File: src/rtl/run_check_ctrl_pkg.sv
// Shared types and defaults for the run/check controller.
// Holds the FSM state enum and the default run/reset cycle counts.
package run_check_ctrl_pkg;

    typedef enum logic [2:0] {
        S_IDLE,
        S_DRST,
        S_RUN,
        S_ISSUE,
        S_WAIT,
        S_DONE
    } state_t;

    localparam int DEF_RUN_CYCLES = 300;
    localparam int DEF_RST_CYCLES = 1;

    function automatic int max_int(input int a, input int b);
        return (a > b) ? a : b;
    endfunction

endpackage

File: src/rtl/run_check_ctrl_if.sv
// Check-stream handshake plus BRAM port-B bundle.
// master: stream source / memory side; slave: the controller.
interface run_check_ctrl_if #(
    parameter int DATA_WIDTH = 16,
    parameter int ADDR_WIDTH = 16
) ();
    logic                  chk_valid;
    logic                  chk_ready;
    logic [ADDR_WIDTH-1:0] chk_addr;
    logic [DATA_WIDTH-1:0] chk_data;
    logic                  chk_last;
    logic [ADDR_WIDTH-1:0] addr_b;
    logic                  we_b;
    logic [DATA_WIDTH-1:0] data_b;
    logic [DATA_WIDTH-1:0] q_b;

    modport master (
        output chk_valid, chk_addr, chk_data, chk_last, q_b,
        input  chk_ready, addr_b, we_b, data_b
    );

    modport slave (
        input  chk_valid, chk_addr, chk_data, chk_last, q_b,
        output chk_ready, addr_b, we_b, data_b
    );
endinterface

File: src/rtl/run_check_ctrl_cycle_counter.sv
// Loadable down-counter with terminal-count flag (tc when count is 0).
// Ports: clk, rst (sync high), load/load_val, en, tc.
module cycle_counter #(
    parameter int WIDTH = 8
) (
    input  logic             clk,
    input  logic             rst,
    input  logic             load,
    input  logic             en,
    input  logic [WIDTH-1:0] load_val,
    output logic             tc
);
    logic [WIDTH-1:0] count;

    always_ff @(posedge clk) begin
        if (rst)
            count <= '0;
        else if (load)
            count <= load_val;
        else if (en && count != '0)
            count <= count - WIDTH'(1);
    end

    assign tc = (count == '0);
endmodule

File: src/rtl/run_check_ctrl.sv
// Resets and runs a datapath for a fixed number of cycles, then checks
// memory words from a stream. Ports: clk, rst, start, bus (check stream and
// BRAM port B), dut_rst/dut_en, busy/done/pass, run_cnt, fail_count,
// first_fail_addr.
module run_check_ctrl
    import run_check_ctrl_pkg::*;
#(
    parameter int DATA_WIDTH = 16,
    parameter int ADDR_WIDTH = 16,
    parameter int RUN_CYCLES = DEF_RUN_CYCLES,
    parameter int RST_CYCLES = DEF_RST_CYCLES,
    parameter int CNT_WIDTH  = 16
) (
    input  logic                  clk,
    input  logic                  rst,
    input  logic                  start,
    run_check_ctrl_if.slave       bus,
    output logic                  dut_rst,
    output logic                  dut_en,
    output logic                  busy,
    output logic                  done,
    output logic                  pass,
    output logic [CNT_WIDTH-1:0]  run_cnt,
    output logic [CNT_WIDTH-1:0]  fail_count,
    output logic [ADDR_WIDTH-1:0] first_fail_addr
);
    localparam int TW = $clog2(max_int(RUN_CYCLES, RST_CYCLES) + 1);

    state_t                state, state_nx;
    logic                  rst_hold;
    logic                  go, accept, mismatch;
    logic                  tc, cnt_load, cnt_en;
    logic [TW-1:0]         load_val;
    logic [ADDR_WIDTH-1:0] addr_q;
    logic [DATA_WIDTH-1:0] exp_q;
    logic                  last_q;

    assign go       = start && (state == S_IDLE || state == S_DONE);
    assign accept   = (state == S_ISSUE) && bus.chk_valid;
    assign mismatch = (state == S_WAIT) && (bus.q_b != exp_q);

    // One counter serves both phases: loaded for DRST on start,
    // reloaded for RUN on the DRST terminal count.
    assign cnt_load = go || (state == S_DRST && tc);
    assign cnt_en   = (state == S_DRST) || (state == S_RUN);
    assign load_val = go ? TW'(RST_CYCLES - 1) : TW'(RUN_CYCLES - 1);

    cycle_counter #(.WIDTH(TW)) u_cnt (
        .clk      (clk),
        .rst      (rst),
        .load     (cnt_load),
        .en       (cnt_en),
        .load_val (load_val),
        .tc       (tc)
    );

    always_ff @(posedge clk) begin
        if (rst)
            state <= S_IDLE;
        else
            state <= state_nx;
    end

    always_comb begin
        state_nx = state;
        unique case (state)
            S_IDLE:  if (start) state_nx = S_DRST;
            S_DRST:  if (tc) state_nx = S_RUN;
            S_RUN:   if (tc) state_nx = S_ISSUE;
            S_ISSUE: if (bus.chk_valid) state_nx = S_WAIT;
            S_WAIT:  state_nx = last_q ? S_DONE : S_ISSUE;
            S_DONE:  if (start) state_nx = S_DRST;
            default: state_nx = S_IDLE;
        endcase
    end

    // rst_hold keeps the datapath in reset while this block is in reset.
    always_comb begin
        dut_rst       = rst_hold || (state == S_DRST);
        dut_en        = (state == S_RUN);
        bus.chk_ready = (state == S_ISSUE);
        busy          = (state == S_DRST) || (state == S_RUN) ||
                        (state == S_ISSUE) || (state == S_WAIT);
        done          = (state == S_DONE);
        pass          = (state == S_DONE) && (fail_count == '0);
    end

    // Address goes to the BRAM in the accept cycle so q_b is ready in WAIT.
    assign bus.addr_b = accept ? bus.chk_addr : addr_q;
    assign bus.we_b   = 1'b0;
    assign bus.data_b = '0;

    always_ff @(posedge clk) begin
        if (rst) begin
            rst_hold        <= 1'b1;
            run_cnt         <= '0;
            fail_count      <= '0;
            first_fail_addr <= '0;
            addr_q          <= '0;
            exp_q           <= '0;
            last_q          <= 1'b0;
        end else begin
            rst_hold <= 1'b0;
            if (go) begin
                run_cnt         <= '0;
                fail_count      <= '0;
                first_fail_addr <= '0;
            end
            if (state == S_RUN)
                run_cnt <= run_cnt + CNT_WIDTH'(1);
            if (accept) begin
                addr_q <= bus.chk_addr;
                exp_q  <= bus.chk_data;
                last_q <= bus.chk_last;
            end
            if (mismatch) begin
                if (!(&fail_count))
                    fail_count <= fail_count + CNT_WIDTH'(1);
                if (fail_count == '0)
                    first_fail_addr <= addr_q;
            end
        end
    end
endmodule
File: src/flat_wrapper.sv
// flat-port wrapper written by rule: the top's interface ports become plain ports
module run_check_ctrl_flat import run_check_ctrl_pkg::*;
#(
    parameter int DATA_WIDTH = 16,
    parameter int ADDR_WIDTH = 16,
    parameter int RUN_CYCLES = DEF_RUN_CYCLES,
    parameter int RST_CYCLES = DEF_RST_CYCLES,
    parameter int CNT_WIDTH  = 16
)
  (clk, rst, start, dut_rst, dut_en, busy, done, pass, run_cnt, fail_count, first_fail_addr, bus_chk_valid, bus_chk_addr, bus_chk_data, bus_chk_last, bus_q_b, bus_chk_ready, bus_addr_b, bus_we_b, bus_data_b);
  run_check_ctrl_if #(.DATA_WIDTH(DATA_WIDTH), .ADDR_WIDTH(ADDR_WIDTH)) bus_i ();
  input  logic clk;
  input  logic rst;
  input  logic start;
  output logic dut_rst;
  output logic dut_en;
  output logic busy;
  output logic done;
  output logic pass;
  output logic [CNT_WIDTH-1:0] run_cnt;
  output logic [CNT_WIDTH-1:0] fail_count;
  output logic [ADDR_WIDTH-1:0] first_fail_addr;
  input wire logic [$bits(bus_i.chk_valid)-1:0] bus_chk_valid;
  input wire logic [$bits(bus_i.chk_addr)-1:0] bus_chk_addr;
  input wire logic [$bits(bus_i.chk_data)-1:0] bus_chk_data;
  input wire logic [$bits(bus_i.chk_last)-1:0] bus_chk_last;
  input wire logic [$bits(bus_i.q_b)-1:0] bus_q_b;
  output wire logic [$bits(bus_i.chk_ready)-1:0] bus_chk_ready;
  output wire logic [$bits(bus_i.addr_b)-1:0] bus_addr_b;
  output wire logic [$bits(bus_i.we_b)-1:0] bus_we_b;
  output wire logic [$bits(bus_i.data_b)-1:0] bus_data_b;
  assign bus_i.chk_valid = bus_chk_valid;
  assign bus_i.chk_addr = bus_chk_addr;
  assign bus_i.chk_data = bus_chk_data;
  assign bus_i.chk_last = bus_chk_last;
  assign bus_i.q_b = bus_q_b;
  assign bus_chk_ready = bus_i.chk_ready;
  assign bus_addr_b = bus_i.addr_b;
  assign bus_we_b = bus_i.we_b;
  assign bus_data_b = bus_i.data_b;
  run_check_ctrl #(.DATA_WIDTH(DATA_WIDTH), .ADDR_WIDTH(ADDR_WIDTH), .RUN_CYCLES(RUN_CYCLES), .RST_CYCLES(RST_CYCLES), .CNT_WIDTH(CNT_WIDTH)) u_core (.clk(clk), .rst(rst), .start(start), .bus(bus_i), .dut_rst(dut_rst), .dut_en(dut_en), .busy(busy), .done(done), .pass(pass), .run_cnt(run_cnt), .fail_count(fail_count), .first_fail_addr(first_fail_addr));
endmodule
File: config.mk
export PLATFORM = sky130hd
export DESIGN_NAME = run_check_ctrl_flat
export DESIGN_NICKNAME = d
export VERILOG_FILES = /design/src/rtl/run_check_ctrl_pkg.sv /design/src/rtl/run_check_ctrl_if.sv /design/src/rtl/run_check_ctrl_cycle_counter.sv /design/src/rtl/run_check_ctrl.sv /design/src/flat_wrapper.sv
export SDC_FILE = /design/constraint.sdc
export NUM_CORES = 1
export LEC_CHECK = 0
export ABC_CLOCK_PERIOD_IN_PS = 6000
export CAP_MARGIN = 20
export CORE_UTILIZATION = 52
export CTS_BUF_LIST = sky130_fd_sc_hd__clkbuf_16
export DETAILED_ROUTE_END_ITERATION = 8
export HOLD_SLACK_MARGIN = 0.02
export PLACE_DENSITY_LB_ADDON = 0.15
export SLEW_MARGIN = 20
export SYNTH_ARGS = -nofsm -noshare
export SYNTH_HDL_FRONTEND = slang
export SYNTH_HIERARCHICAL = 1
export SYNTH_SLANG_ARGS = --single-unit
File: constraint.sdc
create_clock -name clk -period 6 [get_ports clk]
set_input_delay 0.9 -clock clk [delete_from_list [all_inputs] [get_ports clk]]
set_output_delay 0.9 -clock clk [all_outputs]
set_load 0.01 [all_outputs]
Word level (Yosys, flattened, before mapping):

Index checks and enable logic that the tools add are counted.

* $add $sub $neg: 3
* equality and inequality tests: 10
* mux-type cells: 19
* reductions and logical operators: 21

Operators with widths (count)
* 16-bit two-way mux: 9
* 16-bit by 1-bit adder with 16-bit output (second input constant): 2
* 9-bit two-way mux: 3
* 16-bit zero test: 1
* 16-bit inequality test: 1
* 16-bit AND reduction: 1
* 3-bit two-way mux: 5
* 3-bit one-hot mux with 5 select lines: 1
* 9-bit zero test: 1
* 9-bit nonzero test: 1
* 9-bit by 1-bit subtractor with 9-bit output (second input constant): 1
* 3-bit by 2-bit == test with 1-bit output (second input constant): 2
* 3-bit == test (second input constant): 2
* 1-bit logical AND: 6
* 1-bit logical OR: 6
* 2-bit by 1-bit inequality test with 1-bit output (second input constant): 3
* 4-bit AND reduction: 1
* 2-bit nonzero test: 2
* 3-bit by 1-bit == test with 1-bit output (second input constant): 1
* 3-bit zero test: 1
* 2-bit inequality test (second input constant): 1
* 2-bit OR reduction: 1
* 1-bit two-way mux: 1

* flip-flop bits (word level): 94
* output and inout bits: 87
* logic and storage cells: 62

Longest topological paths before layout:

* depth in word-level cells: 6
* gate-level depth with buffers: 11
* mapped depth without buffers: 10

Cells and area by module:

Netlist, hierarchy kept.

By module, submodules not included
* run_check_ctrl: times used 1, cells each 553, area each 4445.5 um^2, sequential area each 1701.6 um^2
* cycle_counter: times used 1, cells each 70, area each 604.3 um^2, sequential area each 180.2 um^2

Worst setup path after synthesis:

OpenSTA, ideal clock, no wires.

* path type: input to output
* start point: input port bus_chk_valid
* end point: output port bus_addr_b[10]
* arrival time: 1.658 ns
* data required time: 5.100 ns
* slack: 3.442 ns
* stages: 4
* buffers on the path: 2
* cell sequence: and3_1 -> clkbuf_1 -> clkbuf_1 -> o21ai_0

* word-level cells in the longest chain between the ends: 2

Ends and longest elaborated chain
* from (decl): RTL line flat_wrapper.sv:23 `input wire logic [$bits(bus_i.chk_valid)-1:0] bus_chk_valid;`
* 1-bit logical AND: RTL line run_check_ctrl.sv:39 `assign accept = (state == S_ISSUE) && bus.chk_valid;`
* 16-bit two-way mux
* to (decl): RTL line flat_wrapper.sv:29 `output wire logic [$bits(bus_i.addr_b)-1:0] bus_addr_b;`

Every way passes these cells.

Final worst setup path:

* start point: input port bus_chk_valid
* end point: output port bus_addr_b[1]

The elaborated chain is that of the path after synthesis.

==> run_results.csv <==
group,metric,value,unit
cts,cts_tree,"built",
sta,skew,0.008182,ns
cts,cts_resized,0,
sta,fin_crit_sh,67.50,%
power,seqPwrFrac,39.4,%
yosys,synth_area_per_cell,8.106,sq um
critical_path,crit_fanout,33,
floorplan,die_w,100.5,um
sta,worst_pin_slew,1.090,ns
critical_path,cpMaxStageDelayCell,"and3_1",
floorplan,ioPinCount,140,
yosys,yosys_warnings,6,
critical_path,rrSetupSlack,3.10,ns
placed_design,gp_congestion,0.8871,
cts,postCtsSetupBuffers,0,
route,drtIter0Drc,288,
yosys,synth_edf_count,0,
placed_design,hpwl,8980,um
sta,setup_violations,0,
floorplan,coreArea,9328,sq um
grt,grt.overflow.total,0,
critical_path,crit_type,"primary input to output pin",
grt,grt_pass1_vias,4439,
sta,layout_min_cycle_time,4.050,ns
yosys,netlist_instances,623,
route,drc,0,
cts,clockBufferDepth,2,
critical_path,timing.critical_path.mode_cell,"clkdlybuf4s50_1",
power,p_comb_share,28.9,%
cts,htreeDepth,3,
yosys,ys.flop_type,"dfxtp_1",
layout,drive_gt1_share,4.300,%
run_status,status,"finished, final reports clean",
placed_design,placement.io_buffers,122,
sta,fin_tns_setup,0,ns
critical_path,cp.arrival,3.15,ns
grt,grt_pass1_wl,21330,um
cts,cts.sinks,94,
power,intPower,1243,uW
sta,rsz0062_at_grt,"no",
cts,worstSkewPairLatency,0.33,ns
grt,grt_max_degree,80,
critical_path,cp_cell_sequence,"clkdlybuf4s50_1, and3_1, buf_4, nand2_1, o21ai_0, clkdlybuf4s50_1",
power,p_total,1855,uW
floorplan,chipHeight,100.5,um
cts,postCtsHoldBufs,0,
layout,area_delta_synth_final,28.64,%
power,swShare,32.97,%
route,vias,4957,
critical_path,crit_path_end_kind,"output pin",
sta,max_slew_margin,27.09,%
floorplan,initial_core_util,54.14,%
sta,maxSlewViolCount,0,
critical_path,slowest_delay,0.57,ns
route,first_pass_iters,5,
power,peakVddDrop,0.3063,mV
yosys,synth_async_sr_flop_share,0,%
yosys,synth.distinct_cells,60,
critical_path,required,5.10,ns
worst_hold_path,worstHoldPathType,"flop to flop",
layout,diodes,0,
cts,clkSlewWorstSetupHoldPaths,0.06,ns
yosys,netlist_area,5050,sq um
yosys,synth-seq-area-share,37.26,%
sta,max_freq,0.2469,GHz
layout,fillCellCount,766,
cts,cts_root_buffer,"clkbuf_16",
route,finalWirelength,13110,um
floorplan,rows,35,
route,wire_per_inst,15.42,um
layout,fin_nets,775,
power,p_switching,611.6,uW
yosys,synth_seq_cells,94,
cts,cts_inserted_buffers,9,
route,via_per_inst,5.832,
floorplan,die_area,10110,sq um
sta,hold_viol,0,
power,clkPwrFrac,31.7,%
grt,grt_antenna_before_repair,0,
power,p_leak,0.002214,uW
route,ant_nets,0,
critical_path,startpoint_type,"primary input",
grt,grt_use_total,25.91,%
power,p_per_area,285.5,nW/um^2
job,drv_cap,0,
==> cell usage after synthesis (all sizes together) (2+ instances only) <==
master | n | area (sq um)
inv | 28 | 105.1
xor2 | 17 | 148.9
nor2 | 35 | 131.4
and4 | 8 | 70.07
mux2 | 3 | 33.78
o31ai | 17 | 127.6
xnor2 | 4 | 35.03
nand2 | 70 | 265.3
mux2i | 4 | 40.04
nor3 | 10 | 61.31
nand3b | 7 | 52.55
a211oi | 5 | 37.54
clkbuf | 25 | 93.84
nor4 | 9 | 56.30
nand2b | 8 | 50.05
o22ai | 2 | 12.51
o21ai | 32 | 160.2
o211ai | 20 | 150.1
a31oi | 11 | 68.82
a21o | 2 | 15.01
buf | 36 | 240.2
o311ai | 4 | 35.04
or3 | 6 | 37.54
ha | 4 | 50.05
o21a | 2 | 15.01
nor2b | 22 | 137.6
nand4 | 8 | 56.30
a21oi | 45 | 225.2
a2111oi | 2 | 23.77
dfxtp | 94 | 1882
nand3 | 13 | 65.06
or3b | 2 | 20.02
o41ai | 16 | 140.1
and3 | 9 | 56.30
nor4b | 2 | 23.77
or4 | 7 | 56.30
a311oi | 5 | 43.79
nor3b | 16 | 120.1
and2 | 3 | 18.77
==> flip-flops by register name, indices dropped and copies added, names as in the netlist <==
| signal | cells |
|---|---|
| u_core/addr_q | 16 |
| u_core/exp_q | 16 |
| u_core/fail_count | 16 |
| u_core/first_fail_addr | 16 |
| u_core/run_cnt | 16 |
| u_core/u_cnt/count | 9 |
| u_core/state | 3 |
| u_core/last_q | 1 |
| u_core/rst_hold | 1 |
==> area by class of cell <==
cell class,instances,area [sq um],share of cell area (%)
clock buffers,9,225.2,3.467
flip-flops and latches,94,1882,28.97
inverters,28,105.1,1.618
repair buffers,125,1241,19.11
well taps,129,161.4,2.485
multi-input cells,460,2805,43.18
clock inverters,5,76.32,1.175
==> cell families (layout without fill, tap and decap cells) <==
family	Yosys count	after routing	synth area share [%]
and+or+nand+nor	239	239	26.02
AOI/OAI and AO/OA	168	168	21.85
DFF	94	94	37.26
buffers and inverters	89	167	8.697
xor gates and xnor gates	21	21	3.642
muxes	7	7	1.462
adders and majority gates	4	4	0.9911
other	1	21	0.07426
==> critical path, delay by kind of cell <==
kind | cells | cell delay [ns]
and+or+nand+nor | 2 | 0.67
buffers and inverters | 3 | 1.46
AOI/OAI and AO/OA | 1 | 0.10
==> layout by cell type (no fill, tap or decap), drive strengths merged, types with 9 or more instances in the layout <==
cell and n:
nor3 10, nor4 9, clkbuf 9, o211ai 20
nor3b 16, clkdlybuf4s50 121, nand2 70, and3 9
dfxtp 94, o21ai 32, a31oi 11, a21oi 45
o31ai 17, nor2b 22, xor2 17, nor2 35
inv 28, o41ai 16, conb 21, nand3 13
==> metal layers <==
layer  routed length [um]  up-vias  track usage (%)
met4                  143        0            8.473
li1                     -     2410                -
met2                 6446      177            44.68
met3                  691       17            3.606
met1                 5824     2353            33.36
met5                    0        -                0
==> final timing paths <==
path                          from                     to  cells after the start
min reg2reg          u_core/last_q          u_core/last_q                      2
max                  bus_chk_valid          bus_addr_b[1]                      6
max reg2reg  u_core/u_cnt/count[0]  u_core/u_cnt/count[7]                     10
min                  u_core/last_q          u_core/last_q                      2
==> per-stage QoR <==
stage	hold slack (ns)	instances	utilization (%)	instance area, sq um	setup WS, ns
2_1_floorplan	0.4367	643	-	5125	3.442
3_3_place_gp	0.4504	836	66.40	6193	2.014
3_5_place_dp	0.4581	836	66.40	6193	1.929
4_1_cts	0.4665	850	69.63	6495	1.931
5_1_grt	0.4882	850	69.64	6496	1.739
6_report	0.4643	850	69.64	6496	1.950
==> power groups by stage <==
stage / Sequential (uW) / Combinational [uW] / Clock [uW]
floorplan: 714 / 414 / 0
global placement: 740 / 512 / 0
detailed placement: 743 / 530 / 0
CTS: 729 / 531 / 600
global route: 741 / 588 / 628
finish: 731 / 535 / 588
(Power assumes the default switching activity.)
